### config.mk
export PLATFORM = sky130hd
export DESIGN_NAME = alu_seq_n_flat
export DESIGN_NICKNAME = d
export VERILOG_FILES = /design/src/rtl/alu_pkg.sv /design/src/rtl/alu_seq_n_if.sv /design/src/rtl/alu_mul_seq.sv /design/src/rtl/alu_seq_n.sv /design/src/flat_wrapper.sv
export SDC_FILE = /design/constraint.sdc
export NUM_CORES = 1
export LEC_CHECK = 0
export ABC_AREA = 1
export BUFFER_PORTS_ARGS = -buffer_cell sky130_fd_sc_hd__buf_2
export CORE_ASPECT_RATIO = 1.25
export CORE_MARGIN = 2
export CORE_UTILIZATION = 53
export DETAILED_ROUTE_END_ITERATION = 16
export GPL_ROUTABILITY_DRIVEN = 0
export PLACE_DENSITY = 0.86
export SLEW_MARGIN = 20
export SYNTH_ARGS = -nofsm -noshare
export SYNTH_HDL_FRONTEND = slang
export SYNTH_HIERARCHICAL = 1
export SYNTH_SLANG_ARGS = --single-unit
### constraint.sdc
create_clock -name clk -period 2.3 [get_ports clk]
set_clock_uncertainty 0.05 [all_clocks]
set_input_delay 0.345 -clock clk [delete_from_list [all_inputs] [get_ports clk]]
set_output_delay 0.345 -clock clk [all_outputs]
set_load 0.02 [all_outputs]
### src/rtl/alu_pkg.sv
// ---------------------------------------------------------------------------
// alu_pkg
// Shared definitions for the sequential ALU slice:
//   - opcode encodings OP_ADD .. OP_MUL (4-bit CTRL field)
//   - FSM state encoding (IDLE / EXEC / DONE)
//   - status flag bit order inside the internal flag vector, plus a packer
// ---------------------------------------------------------------------------
package alu_pkg;

    localparam logic [3:0] OP_ADD  = 4'b0000;
    localparam logic [3:0] OP_SUB  = 4'b0001;
    localparam logic [3:0] OP_AND  = 4'b0010;
    localparam logic [3:0] OP_OR   = 4'b0011;
    localparam logic [3:0] OP_NOT  = 4'b0100;
    localparam logic [3:0] OP_NAND = 4'b0101;
    localparam logic [3:0] OP_NOR  = 4'b0110;
    localparam logic [3:0] OP_XOR  = 4'b0111;
    localparam logic [3:0] OP_XNOR = 4'b1000;
    localparam logic [3:0] OP_MUL  = 4'b1001;

    typedef enum logic [1:0] {
        ST_IDLE = 2'd0,
        ST_EXEC = 2'd1,
        ST_DONE = 2'd2
    } state_t;

    localparam int FLAG_CARRY = 0;
    localparam int FLAG_OVF   = 1;
    localparam int FLAG_ZERO  = 2;
    localparam int FLAG_ERR   = 3;
    localparam int FLAG_W     = 4;

    typedef logic [FLAG_W-1:0] flags_t;

    function automatic flags_t pack_flags(input logic carry, input logic ovf,
                                          input logic zero, input logic err);
        flags_t f;
        f             = '0;
        f[FLAG_CARRY] = carry;
        f[FLAG_OVF]   = ovf;
        f[FLAG_ZERO]  = zero;
        f[FLAG_ERR]   = err;
        return f;
    endfunction

endpackage

### src/rtl/alu_seq_n_if.sv
// ---------------------------------------------------------------------------
// alu_seq_n_if
// Operand-issue and result handshake bundle of alu_seq_n.
//   in_valid/in_ready : operand handshake, carries A, B, CTRL
//   out_valid/out_ready: result handshake, carries Y, carry, ovf, zero, err
// Modports:
//   master : the issuing/consuming side (testbench or upstream stage)
//   slave  : the ALU itself
// ---------------------------------------------------------------------------
interface alu_seq_n_if #(
    parameter int WIDTH = 4
);
    logic                 in_valid;
    logic                 in_ready;
    logic [WIDTH-1:0]     A;
    logic [WIDTH-1:0]     B;
    logic [3:0]           CTRL;
    logic                 out_valid;
    logic                 out_ready;
    logic [2*WIDTH-1:0]   Y;
    logic                 carry;
    logic                 ovf;
    logic                 zero;
    logic                 err;

    modport master (
        output in_valid, A, B, CTRL, out_ready,
        input  in_ready, out_valid, Y, carry, ovf, zero, err
    );

    modport slave (
        input  in_valid, A, B, CTRL, out_ready,
        output in_ready, out_valid, Y, carry, ovf, zero, err
    );
endinterface

### src/rtl/alu_mul_seq.sv
// ---------------------------------------------------------------------------
// alu_mul_seq
// Unsigned shift-add multiplier, one partial-product step per clock.
// Ports:
//   clk, rst : clock, synchronous active-high reset (aborts a running multiply)
//   start    : load a/b and begin; must only pulse while idle
//   a, b     : WIDTH-bit unsigned operands
//   done     : one-cycle pulse, product valid in that cycle
//   product  : 2*WIDTH-bit result
// A start edge loads the operands; the following WIDTH edges each perform one
// iteration, and done is raised together with the final iteration.
// ---------------------------------------------------------------------------
module alu_mul_seq
    import alu_pkg::*;
#(
    parameter int WIDTH = 4
) (
    input  logic                 clk,
    input  logic                 rst,
    input  logic                 start,
    input  logic [WIDTH-1:0]     a,
    input  logic [WIDTH-1:0]     b,
    output logic                 done,
    output logic [2*WIDTH-1:0]   product
);
    localparam int CNT_W = $clog2(WIDTH + 1);

    logic [2*WIDTH-1:0] mcand_q;
    logic [2*WIDTH-1:0] acc_q;
    logic [WIDTH-1:0]   mplier_q;
    logic [CNT_W-1:0]   cnt_q;
    logic               busy_q;
    logic               done_q;

    // Control: iteration counter and busy/done; cleared by rst so that an
    // aborted multiply can never produce a done pulse.
    always_ff @(posedge clk) begin
        if (rst) begin
            busy_q <= 1'b0;
            done_q <= 1'b0;
            cnt_q  <= '0;
        end else begin
            done_q <= 1'b0;
            if (start) begin
                busy_q <= 1'b1;
                cnt_q  <= CNT_W'(WIDTH);
            end else if (busy_q) begin
                cnt_q <= cnt_q - CNT_W'(1);
                if (cnt_q == CNT_W'(1)) begin
                    busy_q <= 1'b0;
                    done_q <= 1'b1;
                end
            end
        end
    end

    // Datapath: multiplicand walks left, multiplier walks right, and the
    // accumulator adds the multiplicand whenever the multiplier LSB is set.
    always_ff @(posedge clk) begin
        if (start) begin
            mcand_q  <= {{WIDTH{1'b0}}, a};
            mplier_q <= b;
            acc_q    <= '0;
        end else if (busy_q) begin
            if (mplier_q[0]) begin
                acc_q <= acc_q + mcand_q;
            end
            mcand_q  <= mcand_q << 1;
            mplier_q <= mplier_q >> 1;
        end
    end

    assign done    = done_q;
    assign product = acc_q;

endmodule

### src/rtl/alu_seq_n.sv
// ---------------------------------------------------------------------------
// alu_seq_n
// Sequential WIDTH-bit ALU with valid/ready handshakes on both sides.
// Ports:
//   clk  : clock, rising edge
//   rst  : synchronous active-high reset
//   bus  : alu_seq_n_if.slave
//            in_valid/in_ready + A, B, CTRL   (operand side)
//            out_valid/out_ready + Y, carry, ovf, zero, err (result side)
// Flow: IDLE accepts and captures operands, EXEC computes (one cycle to
// register logic/add results, or the multi-cycle multiplier for OP_MUL),
// DONE holds the registered result until the consumer takes it.
// Latency accept->out_valid: 2 cycles, or WIDTH+2 for multiply.
// ---------------------------------------------------------------------------
module alu_seq_n
    import alu_pkg::*;
#(
    parameter int WIDTH = 4
) (
    input  logic           clk,
    input  logic           rst,
    alu_seq_n_if.slave     bus
);
    state_t               state_q;
    logic                 exec_phase_q;
    logic [3:0]           op_q;
    logic [WIDTH-1:0]     a_q;
    logic [WIDTH-1:0]     b_q;
    logic [2*WIDTH-1:0]   y_q;
    flags_t               flags_q;

    logic                 is_sub;
    logic [WIDTH-1:0]     b_eff;
    logic [WIDTH:0]       sum_full;
    logic signed [WIDTH-1:0] a_sv;
    logic signed [WIDTH-1:0] b_sv;
    logic signed [WIDTH-1:0] s_sv;

    logic [2*WIDTH-1:0]   res_y;
    logic                 res_carry;
    logic                 res_ovf;
    logic                 res_err;
    flags_t               res_flags;

    logic                 mul_start;
    logic                 mul_done;
    logic [2*WIDTH-1:0]   mul_prod;

    // Single add unit shared by add and sub: sub feeds ~B with carry-in 1,
    // so the carry-out doubles as the no-borrow (A >= B) flag.
    always_comb begin
        is_sub   = (op_q == OP_SUB);
        b_eff    = is_sub ? ~b_q : b_q;
        sum_full = {1'b0, a_q} + {1'b0, b_eff} + {{WIDTH{1'b0}}, is_sub};
        a_sv     = signed'(a_q);
        b_sv     = signed'(b_q);
        s_sv     = signed'(sum_full[WIDTH-1:0]);
    end

    always_comb begin
        res_y     = '0;
        res_carry = 1'b0;
        res_ovf   = 1'b0;
        res_err   = 1'b0;
        case (op_q)
            OP_ADD: begin
                res_y[WIDTH:0] = sum_full;
                res_carry      = sum_full[WIDTH];
                res_ovf        = ((a_sv < 0) == (b_sv < 0)) && ((s_sv < 0) != (a_sv < 0));
            end
            OP_SUB: begin
                res_y[WIDTH:0] = sum_full;
                res_carry      = sum_full[WIDTH];
                res_ovf        = ((a_sv < 0) != (b_sv < 0)) && ((s_sv < 0) != (a_sv < 0));
            end
            OP_AND:  res_y[WIDTH-1:0] = a_q & b_q;
            OP_OR:   res_y[WIDTH-1:0] = a_q | b_q;
            OP_NOT:  res_y[WIDTH-1:0] = ~a_q;
            OP_NAND: res_y[WIDTH-1:0] = ~(a_q & b_q);
            OP_NOR:  res_y[WIDTH-1:0] = ~(a_q | b_q);
            OP_XOR:  res_y[WIDTH-1:0] = a_q ^ b_q;
            OP_XNOR: res_y[WIDTH-1:0] = ~(a_q ^ b_q);
            OP_MUL:  res_y            = mul_prod;
            default: res_err          = 1'b1;
        endcase
        res_flags = pack_flags(res_carry, res_ovf, (res_y == '0), res_err);
    end

    // The multiplier is kicked once, in the first EXEC cycle.
    assign mul_start = (state_q == ST_EXEC) && !exec_phase_q && (op_q == OP_MUL);

    alu_mul_seq #(
        .WIDTH (WIDTH)
    ) u_mul (
        .clk     (clk),
        .rst     (rst),
        .start   (mul_start),
        .a       (a_q),
        .b       (b_q),
        .done    (mul_done),
        .product (mul_prod)
    );

    // FSM with operand and result registers. exec_phase_q splits EXEC into
    // an entry cycle (register logic/add result, or start the multiplier)
    // and the following cycle(s) that hand over to DONE.
    always_ff @(posedge clk) begin
        if (rst) begin
            state_q      <= ST_IDLE;
            exec_phase_q <= 1'b0;
            y_q          <= '0;
            flags_q      <= pack_flags(1'b0, 1'b0, 1'b1, 1'b0);
        end else begin
            case (state_q)
                ST_IDLE: begin
                    if (bus.in_valid) begin
                        a_q          <= bus.A;
                        b_q          <= bus.B;
                        op_q         <= bus.CTRL;
                        exec_phase_q <= 1'b0;
                        state_q      <= ST_EXEC;
                    end
                end
                ST_EXEC: begin
                    exec_phase_q <= 1'b1;
                    if (op_q == OP_MUL) begin
                        if (mul_done) begin
                            y_q     <= res_y;
                            flags_q <= res_flags;
                            state_q <= ST_DONE;
                        end
                    end else if (!exec_phase_q) begin
                        y_q     <= res_y;
                        flags_q <= res_flags;
                    end else begin
                        state_q <= ST_DONE;
                    end
                end
                ST_DONE: begin
                    if (bus.out_ready) begin
                        state_q <= ST_IDLE;
                    end
                end
                default: state_q <= ST_IDLE;
            endcase
        end
    end

    assign bus.in_ready  = (state_q == ST_IDLE) && !rst;
    assign bus.out_valid = (state_q == ST_DONE);
    assign bus.Y         = y_q;
    assign bus.carry     = flags_q[FLAG_CARRY];
    assign bus.ovf       = flags_q[FLAG_OVF];
    assign bus.zero      = flags_q[FLAG_ZERO];
    assign bus.err       = flags_q[FLAG_ERR];

endmodule
### src/flat_wrapper.sv
// flat-port wrapper written by rule: the top's interface ports become plain ports
module alu_seq_n_flat import alu_pkg::*;
#(
    parameter int WIDTH = 4
)
  (clk, rst, bus_in_valid, bus_A, bus_B, bus_CTRL, bus_out_ready, bus_in_ready, bus_out_valid, bus_Y, bus_carry, bus_ovf, bus_zero, bus_err);
  alu_seq_n_if #(.WIDTH(WIDTH)) bus_i ();
  input  logic clk;
  input  logic rst;
  input wire logic [$bits(bus_i.in_valid)-1:0] bus_in_valid;
  input wire logic [$bits(bus_i.A)-1:0] bus_A;
  input wire logic [$bits(bus_i.B)-1:0] bus_B;
  input wire logic [$bits(bus_i.CTRL)-1:0] bus_CTRL;
  input wire logic [$bits(bus_i.out_ready)-1:0] bus_out_ready;
  output wire logic [$bits(bus_i.in_ready)-1:0] bus_in_ready;
  output wire logic [$bits(bus_i.out_valid)-1:0] bus_out_valid;
  output wire logic [$bits(bus_i.Y)-1:0] bus_Y;
  output wire logic [$bits(bus_i.carry)-1:0] bus_carry;
  output wire logic [$bits(bus_i.ovf)-1:0] bus_ovf;
  output wire logic [$bits(bus_i.zero)-1:0] bus_zero;
  output wire logic [$bits(bus_i.err)-1:0] bus_err;
  assign bus_i.in_valid = bus_in_valid;
  assign bus_i.A = bus_A;
  assign bus_i.B = bus_B;
  assign bus_i.CTRL = bus_CTRL;
  assign bus_i.out_ready = bus_out_ready;
  assign bus_in_ready = bus_i.in_ready;
  assign bus_out_valid = bus_i.out_valid;
  assign bus_Y = bus_i.Y;
  assign bus_carry = bus_i.carry;
  assign bus_ovf = bus_i.ovf;
  assign bus_zero = bus_i.zero;
  assign bus_err = bus_i.err;
  alu_seq_n #(.WIDTH(WIDTH)) u_core (.clk(clk), .rst(rst), .bus(bus_i));
endmodule
==> results.md, run 1 <==
- Outcome: finished clean
- Endpoints failing setup: 0
- Syn avg cell area: 7.54 µm²
- Synthesized net count: about 440
- VDD IR max: a little under 400 µV
- Worst skew pair latency: roughly 310 ps
- CP startpoint kind: register
- Simple-gate share of the synthesized area: 29.7%
- Core area: between 5000 and 6000 µm²
- Residual DRC count: 0
- WP data required: ~2500 ps
- Net Sw Power: 1050 µW
- Post-synthesis mux area share: 0%
- Endpoints failing hold: 0
- Synthesized area: roughly 3000 µm²
- Peak Freq: between 400 and 500 MHz
- Final Max Slew Viols: 0
- Drt via density: 5.42
- Share of layout cells above drive strength 1: between 10% and 20%
- Adder-cell share of the synthesized area: under 10%
- Clock share of power: a little over 20%
- TritonCTS clock tree: yes
- Sequential fraction of the synthesis area: slightly above 40%
- CP max FO: 5
- Max Cap Viol: 0
- YS warnings: 6
- Initial Util: roughly 55%
- Sw frac: a little under two fifths
- Xor and xnor area share after synthesis: around 1.7%
- Starting DRT DRC Count: 205
- Antenna diode count: 0
- Fin crit share: 94.9%
- Cts bufs inserted: 5
- Setup tns final: 0 ps
- Antenna-violating nets left: 0
- Area contributors post-synth: dfxtp_1 21%, edfxtp_1 20%, nand2_1 12%, ha_1 8.3%, nor2_1 6.5%
- Vias: between 2k and 3k
- Clk slew on worst S/H paths: around 100 ps
- Buffer depth of the longest clock path: 2
- Area Overhead vs Synth: 12.5%
- Largest net degree at the start of global routing: 18
- Comb power frac: a little over a third
- Predominant post-synthesis flop cell: dfxtp_1
- Min Tclk post-route: 2180 ps
- Commonest cells post-synth: 94 x nand2_1, 52 x nor2_1, 47 x inv_1
- Overflow after GRT: 0
- Die ar.: 6300 µm²
- Relative slew slack: between 60% and 70%
- DR WL/cell: ~13 µm
- Initial DRT Pass Iterations: 7
- Initial antenna violation count: 0
- Clk sinks: between 50 and 60
- Root Buffer: clkbuf_8
- Die X: around 70 µm
- Internal power: roughly 1800 µW
- Dpl hpwl: 5050 µm
- Total wire length: approximately 6600 µm
- Yosys cell types: 34
- Total track usage: approximately 22%
- Area share of the largest cell type after synthesis: 21.3%
- # nets final: 476
- Cell count after synthesis: 399
- Post-synthesis compound-gate area fraction: between 9 and 10%
- CP endpoint kind: register
- IO Pins: 30
- Largest family of logic cells by synthesized area: simple AND/OR/NAND/NOR gates
- Count leader, synth: nand2_1
- RSZ-0062 raised after global routing: no
- PD cells: ~840 nW/µm²
- Vias in the first global route: roughly 2.5k
- Power share of the sequential group: around 44%
- Worst path arrival time: 2340 ps
- Largest area contributor in the netlist: dfxtp_1
- First-pass GRT wire length: 11000 µm
- DIE HEIGHT: 88.3 µm
- PortBufs: 29
- Crit Path Class: reg2reg
- Seq cells post-synth: 52
- H-Tree Depth: 2
- Cell Rows: 30
- Ys async rst share: 0%
- # Post-CTS Setup Buffers: 0
- Area post-placement: 3260 µm²
- Design Area, Final: approximately 3400 µm²
- Least-Margin Pin Slew: 527 ps
- LEAKAGE: roughly 0.0016 µW
- Worst Hold Class: in2reg
- Post-synth EDFFs: 20
==> repair_timing <==
action                                  CTS  global route
hold buffers                              0             0
endpoints found under the setup margin    0             3
resized for setup                         0             5
endpoints found under the hold margin     0             0
==> layer usage <==
metal  up-vias  routed length [µm]  track usage, %  share of wire, %
met5         -                   0               0                 0
met4         0                 135            6.86               2.0
met3        16                 414            4.56               6.3
met2        99                3300            38.3                50
met1      1246                2770            27.7                42
li1       1366                   -               -                 -
==> cell type report <==
cell class	count	area (µm²)
Tap cell	64	80.1
Multi-Input combinational cell	288	1550
Clock inverter	2	12.5
Clock buffer	6	93.8
Timing Repair Buffer	38	213
Fill cell	440	2060
Sequential cell	52	1240
Inverter	53	199
==> stage by stage <==
stage | std cells | setup slack, ps | utilization [%] | power (µW) | hold slack (ps)
6_report | 503 | 118 | 62.2 | 2840 | 154
5_1_grt | 503 | 8.88 | 62.2 | 3050 | 144
4_1_cts | 503 | 66.2 | 61.9 | 2830 | 149
3_5_place_dp | 495 | 103 | 59.9 | 2250 | 406
3_3_place_gp | 495 | 193 | 59.9 | 2200 | 399
2_1_floorplan | 399 | 95.0 | - | 2010 | 364
==> placed cells by master (no fill, tap or decap), types with 2 or more instances in the layout <==
| master | count |
|---|---|
| nand3_1 | 37 |
| a21oi_2 | 2 |
| o21ai_0 | 21 |
| clkbuf_8 | 5 |
| edfxtp_1 | 20 |
| nor2_1 | 52 |
| dfxtp_1 | 32 |
| inv_1 | 47 |
| nor3_1 | 3 |
| xor2_1 | 4 |
| nand2_2 | 3 |
| a21oi_1 | 20 |
| or2_1 | 2 |
| o21ai_1 | 6 |
| a211oi_1 | 2 |
| buf_2 | 29 |
| buf_4 | 9 |
| nand3b_1 | 4 |
| ha_1 | 20 |
| nor2_2 | 2 |
| inv_2 | 6 |
| nand2_1 | 94 |
| nor2_4 | 2 |
==> worst max-delay path, cell delays in order, from the launching register on <==
cell      delay (ps)
edfxtp_1         440
nor2_2           160
nand2_2          140
xor2_1           180
ha_1             380
nand2_1           70
inv_1             60
nand3_2          110
nand2_1           90
nand2_1           70
nand3_1           70
nand2_1           80
o21ai_1          130
inv_1             50
==> power by group through the flow <==
stage	registers (µW)	clock network [µW]	logic, µW
after global placement	1280	0	927
after detailed placement	1280	0	973
after floorplan	1270	0	737
after global routing	1280	633	1140
final	1260	584	998
after CTS	1260	595	981
==> sequential cells by signal (all words and copies together), names as in the netlist <==
name / count
u_core/bus.Y: 8
u_core/flags_q: 4
u_core/exec_phase_q: 1
u_core/u_mul/cnt_q: 3
u_core/u_mul/mcand_q: 8
u_core/b_q: 4
u_core/u_mul/mplier_q: 4
u_core/state_q: 2
u_core/op_q: 4
u_core/a_q: 4
u_core/u_mul/product: 8
u_core/u_mul/done: 1
u_core/u_mul/busy_q: 1
==> worst paths after layout <==
kind / from / to / slack (ps) / cells past startpoint
worst min-delay path: bus_A[1] / u_core/a_q[1] / 150 / 1
worst max-delay path: u_core/op_q[3] / u_core/bus.Y[3] / 120 / 13
worst min register to register: u_core/bus.Y[5] / u_core/bus.Y[5] / 420 / 2
worst max register to register: u_core/op_q[3] / u_core/bus.Y[3] / 120 / 13
==> cell families after synthesis <==
family / Yosys count
XOR/XNOR: 6
AO/OA/AOI/OAI: 55
AND/OR/NAND/NOR: 205
buffers and inverters: 59
adder cells (fa/ha/maj): 22
flip-flops: 52
Power figures use the tool's default switching activity.
==> run 2: changes to the inputs <==
--- a/config.mk
+++ b/config.mk
@@ -5,14 +5,13 @@
 export SDC_FILE = /design/constraint.sdc
 export NUM_CORES = 1
 export LEC_CHECK = 0
-export ABC_AREA = 1
 export BUFFER_PORTS_ARGS = -buffer_cell sky130_fd_sc_hd__buf_2
 export CORE_ASPECT_RATIO = 1.25
 export CORE_MARGIN = 2
 export CORE_UTILIZATION = 53
 export DETAILED_ROUTE_END_ITERATION = 16
 export GPL_ROUTABILITY_DRIVEN = 0
-export PLACE_DENSITY = 0.86
+export PLACE_DENSITY = 0.85
 export SLEW_MARGIN = 20
 export SYNTH_ARGS = -nofsm -noshare
 export SYNTH_HDL_FRONTEND = slang
==> results.md, run 2 <==
- Layout Utilization: 63.5% (+1.3 points)
- Critical-path top delay cell: or4b_4
- VDD IR max: 322 µV (-17%)
- WHS Path Cells: 1 (unchanged)
- Drt via density: 5.99 (+10%)
- Worst Hold End: u_core/op_q[2]
- Cts bufs inserted: 5 (unchanged)
- FF+latch area: 1240 µm² (unchanged)
- Fin crit share: 120% (+25 points)
- Setup tns final: -1930 ps (-1930 ps)
- Endpoints failing hold: 0 (unchanged)
- Syn avg cell area: 9.73 µm² (+29%)
- Initial Util: 54.3% (-1.0 points)
- PortBufs: 29 (unchanged)
- Design Area, Final: 3620 µm² (+6.9%)
- Crit Reg-Reg Endpoint: u_core/flags_q[2]
- Relative slew slack: 71.8% (+7.1 points)
- Area post-placement: 3440 µm² (+5.4%)
- Antenna diode count: 0 (unchanged)
- Root Buffer: clkbuf_8
- Count leader, synth: dfxtp_1
- CP endpoint kind: register
- First-pass GRT wire length: 11200 µm (+1.6%)
- WP data required: 2500 ps (+40 ps)
- Ys async rst share: 0% (unchanged)
- Endpoints failing setup: 7 (+7)
- Initial antenna violation count: 0 (unchanged)
- Worst skew pair latency: 300 ps (about the same)
- Cells along the critical path: or4b_4 -> o21ai_1 -> fa_1 -> or3b_4 -> a21oi_2 -> a2111o_1 -> a211oi_2 -> a41o_1
- DR WL/cell: 15.9 µm (+21%)
- Starting DRT DRC Count: 204 (-0.49%)
- Post-synth EDFFs: 20 (unchanged)
- LEAKAGE: 0.00146 µW (-11%)
- CP max FO: 3 (-2)
- Predominant post-synthesis flop cell: dfxtp_1
- Crit Path Class: reg2reg
- Core area: 5700 µm² (+4.8%)
- Max incr delay on CP: 600 ps (+160 ps)
- CP startpoint kind: register
- Synthesized net count: 356 (-19%)
- Area share of the largest cell type after synthesis: 20.7% (-0.58 points)
- Worst path arrival time: 2960 ps (+620 ps)
- Min Tclk post-route: 2760 ps (+578 ps)
- Overflow after GRT: 0 (unchanged)
- Synthesized area: 3090 µm² (+2.8%)
- Sequential fraction of the synthesis area: 40.1% (-1.1 points)
- # nets final: 397 (-17%)
- Worst Hold Class: in2reg
- Hold_sp: bus_CTRL[2]
- Dpl hpwl: 4970 µm (-1.6%)
- Commonest non-fill, non-tap cell in the layout: dfxtp_1
- FILL cells: 449 (+2.0%)
- Max Cap Viol: 0 (unchanged)
- Area taken by multi-input logic gates: 1790 µm² (+16%)
- Clk sinks: 52 (unchanged)
- Reg-to-Reg Start: u_core/op_q[1]
- Register-to-register setup slack: -460 ps (-580 ps)
- Total track usage: 22.1% (about the same)
- Vias: 2550 (-6.5%)
- Cts hold-fix bufs: 0 (unchanged)
- H-Tree Depth: 2 (unchanged)
- Outcome: complete, but fails checks
- Yosys cell types: 67 (+97%)
- Most frequent cells in the layout: 32 x dfxtp_1, 29 x buf_2, 27 x nor2_1, 21 x buf_4
- YS warnings: 6 (unchanged)
- DIE HEIGHT: 89.4 µm (+1.3%)
- Dpl ws: -542 ps (-645 ps)
- Least-Margin Pin Slew: 412 ps (-115 ps)
- Seq cells post-synth: 52 (unchanged)
- Setup WS post-layout: -460 ps (-578 ps)
- R2r worst-path depth: 8 (-5)
- Clk slew on worst S/H paths: 100 ps (about the same)
- Residual DRC count: 0 (unchanged)
- RSZ-0062 raised after global routing: yes
- Final Max Slew Viols: 0 (unchanged)
- Peak Freq: 362 MHz (-21%)
- IO Pins: 30 (unchanged)
- Largest net degree at the start of global routing: 28 (+10)
- Total wire length: 6770 µm (+2.4%)
- Vias in the first global route: 2500 (+1.1%)
- Area Overhead vs Synth: 17.0%
- Commonest cells post-synth: 32 x dfxtp_1, 28 x nor2_1, 20 x edfxtp_1, 20 x ha_1, 20 x inv_1
- Largest area contributor in the netlist: dfxtp_1
- Antenna-violating nets left: 0 (unchanged)
- Die X: 72.3 µm (+1.3%)
- Failing checks: setup timing
- Share of layout cells above drive strength 1: 24.2% (+8.7 points)
- Cell Rows: 31 (+3.3%)
- Die ar.: 6470 µm² (+2.6%)
- PD cells: 578 nW/µm² (-31%)
- TritonCTS clock tree: yes
- Initial DRT Pass Iterations: 6 (-1)
- Cell count after synthesis: 318 (-20%)
- Area contributors post-synth: dfxtp_1 21%, edfxtp_1 19%, ha_1 8.1%, nor2_1 3.4%, mux2i_1 2.9%
- Buffer depth of the longest clock path: 2 (unchanged)
## run 2: final cells by class
class	instances	share of cell area [%]
sequential	52	34.3
timing repair buffer	51	8.67
inverter	20	2.07
tap	66	2.28
multi-input combinational	229	49.5
clock buffer	7	2.97
clock inverter	1	0.242
## run 2: repair_timing
action,4_1_cts,5_1_grt
setup endpoints to repair,7,10
buffers inserted,0,1
pin swaps,5,5
resized for setup,4,6
## run 2: worst max-delay path by stage
| stage | start | to | slack, ps |
|---|---|---|---|
| after floorplan | u_core/op_q[3] | u_core/flags_q[2] | -480 |
| after global placement | u_core/op_q[3] | u_core/flags_q[2] | -460 |
| after detailed placement | u_core/op_q[3] | u_core/flags_q[2] | -540 |
| after CTS | u_core/op_q[1] | u_core/flags_q[2] | -420 |
| after global routing | u_core/op_q[1] | u_core/flags_q[2] | -510 |
| final | u_core/op_q[1] | u_core/flags_q[2] | -460 |
## run 2: cell families after synthesis
logic type / count (synthesis) / synth area share, %
and+or+nand+nor: 117 / 21.8
buffers and inverters: 37 / 5.05
xor gates and xnor gates: 7 / 1.98
DFF: 52 / 40.1
adders and majority gates: 22 / 9.38
AOI/OAI and AO/OA: 68 / 16.4
muxes: 15 / 5.22
## run 2: power by group
group | internal, µW | switching (µW)
Sequential | 1010 | 49.7
Combinational | 185 | 227
Clock | 313 | 305
## run 2: stage by stage
step / total power (µW) / hold slack, ps / std cells
final: 2090 / 158 / 426
after global routing: 2200 / 144 / 426
after CTS: 2090 / 154 / 425
after detailed placement: 1480 / 401 / 417
after global placement: 1450 / 386 / 417
after floorplan: 1360 / 364 / 318
## run 2: critical path: cells and delay by family (launching register included)
kind                     cells  cell delay [ps]
AO/OA/AOI/OAI                5             1000
adder cells (fa/ha/maj)      1              430
AND/OR/NAND/NOR              2              840
flip-flops                   1              390
## run 2: metal layers
layer  wire length (µm)  vias up  GRT usage, %  part of all wire, %
li1                   -     1243             -                    -
met1               2810     1241          26.0                   42
met2               3560       50          40.1                   53
met3                231       16          2.93                  3.4
met4                171        0          9.43                  2.5
met5                  0        -             0                    0
==> run 3: changes to the inputs <==
--- a/config.mk
+++ b/config.mk
@@ -11,7 +11,7 @@
 export CORE_UTILIZATION = 53
 export DETAILED_ROUTE_END_ITERATION = 16
 export GPL_ROUTABILITY_DRIVEN = 0
-export PLACE_DENSITY = 0.85
+export PLACE_DENSITY = 0.75
 export SLEW_MARGIN = 20
 export SYNTH_ARGS = -nofsm -noshare
 export SYNTH_HDL_FRONTEND = slang
==> results.md, run 3 (synthesis results as in run 2) <==
- Initial DRT Pass Iterations: 5 (-1)
- Min Tclk post-route: 2670 ps (-93.4 ps)
- Commonest non-fill, non-tap cell in the layout: dfxtp_1
- Internal power: 1440 µW (-4.5%)
- Critical-path top delay cell: or4b_4
- Antenna-violating nets left: 0 (unchanged)
- Design Area, Final: 3610 µm² (-0.31%)
- Buffers & Inverters on Critical Path: 0 (unchanged)
- Sw frac: 28.5% (+0.67 points)
- Worst Hold Class: in2reg
- Cells along the critical path: or4b_4 -> xnor2_4 -> fa_1 -> or3b_4 -> a21oi_2 -> a2111o_1 -> a211oi_2 -> a41o_1
- Endpoints failing hold: 0 (unchanged)
- Core area: 5700 µm² (unchanged)
- Power share of the sequential group: 52.7% (+1.9 points)
- Cts bufs inserted: 5 (unchanged)
- Worst path depth: 8 (unchanged)
- Vias in the first global route: 2281 (-8.8%)
- FF+latch area: 1240 µm² (unchanged)
- Peak Freq: 375 MHz (+3.5%)
- Endpoints failing setup: 7 (unchanged)
- Die ar.: 6470 µm² (unchanged)
- Most frequent cells in the layout: 32 x dfxtp_1, 29 x buf_2, 27 x nor2_1, 22 x buf_4
- PortBufs: 29 (unchanged)
- # nets final: 398 (+0.25%)
- Placed cell count: 417 (unchanged)
- Total track usage: 20.7% (-1.4 points)
- Comb power frac: 19.7% (about the same)
- PD cells: 558 nW/µm² (-3.3%)
- Net Sw Power: 575 µW (-1.3%)
- Vias: 2458 (-3.6%)
- R2r worst-path depth: 8 (unchanged)
- Critical path endpoint: u_core/flags_q[2]
- Crit. Startpoint: u_core/op_q[2]
- Clock share of power: 27.6% (-1.9 points)
- Least-Margin Pin Slew: 408 ps (-4.02 ps)
- WP data required: 2460 ps (-40 ps)
- Outcome: complete, but fails checks
- Relative slew slack: 72.1% (+0.28 points)
- DIE HEIGHT: 89.4 µm (unchanged)
- CP delay by family, top: simple AND/OR/NAND/NOR gates
- Initial Util: 54.3% (unchanged)
- Setup WS post-layout: -367 ps (+93.4 ps)
- Max Cap Viol: 0 (unchanged)
- Buffer depth of the longest clock path: 2 (unchanged)
- Fin crit share: 116% (-4.1 points)
- Layout Cells excl Fill: 427 (+0.23%)
- Reg-to-Reg Start: u_core/op_q[2]
- Clk sinks: 52 (unchanged)
- Max incr delay on CP: 610 ps (about the same)
- Hold_sp: bus_CTRL[0]
- Antenna diode count: 0 (unchanged)
- Largest net degree at the start of global routing: 28 (unchanged)
- RSZ-0062 raised after global routing: yes
- Cell Rows: 31 (unchanged)
- Crit Reg-Reg Endpoint: u_core/flags_q[2]
- Area taken by multi-input logic gates: 1780 µm² (-0.42%)
- CP max FO: 4 (+1)
- H-Tree Depth: 2 (unchanged)
- Register-to-register setup slack: -370 ps (+90 ps)
- FILL cells: 491 (+9.4%)
- Dpl hpwl: 4640 µm (-6.7%)
- First-pass GRT wire length: 10400 µm (-7.5%)
- DR WL/cell: 14.7 µm (-7.7%)
- Setup tns final: -1600 ps (+335 ps)
- Share of layout cells above drive strength 1: 24.9% (+0.76 points)
- VDD IR max: 414 µV (+28%)
- Starting DRT DRC Count: 168 (-18%)
- LEAKAGE: 0.00146 µW (-0.14%)
- Residual DRC count: 0 (unchanged)
- Area post-placement: 3450 µm² (+0.36%)
- Overflow after GRT: 0 (unchanged)
- Dpl ws: -537 ps (+4.94 ps)
- Worst skew pair latency: 310 ps (about the same)
- TritonCTS clock tree: yes
- Clk slew on worst S/H paths: 100 ps (about the same)
- Total wire length: 6270 µm (-7.4%)
- IO Pins: 30 (unchanged)
- Initial antenna violation count: 0 (unchanged)
- CP startpoint kind: register
- Failing checks: setup timing
- Die X: 72.3 µm (unchanged)
- Final Max Slew Viols: 0 (unchanged)
- Crit Path Class: reg2reg
- Worst path arrival time: 2830 ps (-130 ps)
- Area Overhead vs Synth: 16.7%
- CP endpoint kind: register
- Drt via density: 5.76 (-3.8%)
- Root Buffer: clkbuf_8
run 3: final cells by class:
type	instances	area share [%]
Clock buffer	6	2.29
Clock inverter	2	0.381
Sequential cell	52	34.4
Inverter	20	2.08
Timing Repair Buffer	52	9.15
Tap cell	66	2.29
Multi-Input combinational cell	229	49.4
run 3: worst min path at each step:
stage                                 end  cells past startpoint
global route                u_core/b_q[3]                      1
detailed placement      u_core/flags_q[0]                      2
floorplan           u_core/u_mul/cnt_q[2]                      1
global placement        u_core/flags_q[3]                      2
CTS                         u_core/a_q[3]                      1
finish                     u_core/op_q[0]                      1
run 3: per-layer routing:
metal / global-route usage (%) / part of all wire [%]
met2: 36.4 / 50
met5: 0 / 0
met1: 25.4 / 44
met3: 2.82 / 4.3
met4: 8.40 / 1.8
run 3: per-stage QoR:
| stage | hold WS [ps] | power [µW] | util, % |
|---|---|---|---|
| after global routing | 149 | 2120 | 63.3 |
| after global placement | 387 | 1460 | 60.5 |
| after CTS | 150 | 2020 | 62.7 |
| after detailed placement | 395 | 1470 | 60.5 |
| final | 159 | 2020 | 63.3 |
| after floorplan | 364 | 1360 | - |
run 3: worst reg2reg max path: stages, from the launching register on:
cell	delay (ps)
edfxtp_1	390
or4b_4	610
xnor2_4	160
fa_1	490
or3b_4	370
a21oi_2	120
a2111o_1	150
a211oi_2	50
a41o_1	180
run 3: repair_timing:
action | CTS | global route
gates resized for setup | 6 | 4
pin swaps | 8 | 7
hold buffers | 0 | 0
buffers inserted | 1 | 1
endpoints found under the setup margin | 7 | 7
run 3: power groups by stage:
stage / Combinational, µW / Sequential, µW / Clock, µW
floorplan: 275 / 1080 / 0
CTS: 394 / 1060 / 570
global placement: 379 / 1080 / 0
detailed placement: 387 / 1080 / 0
global route: 448 / 1070 / 599
finish: 398 / 1060 / 556
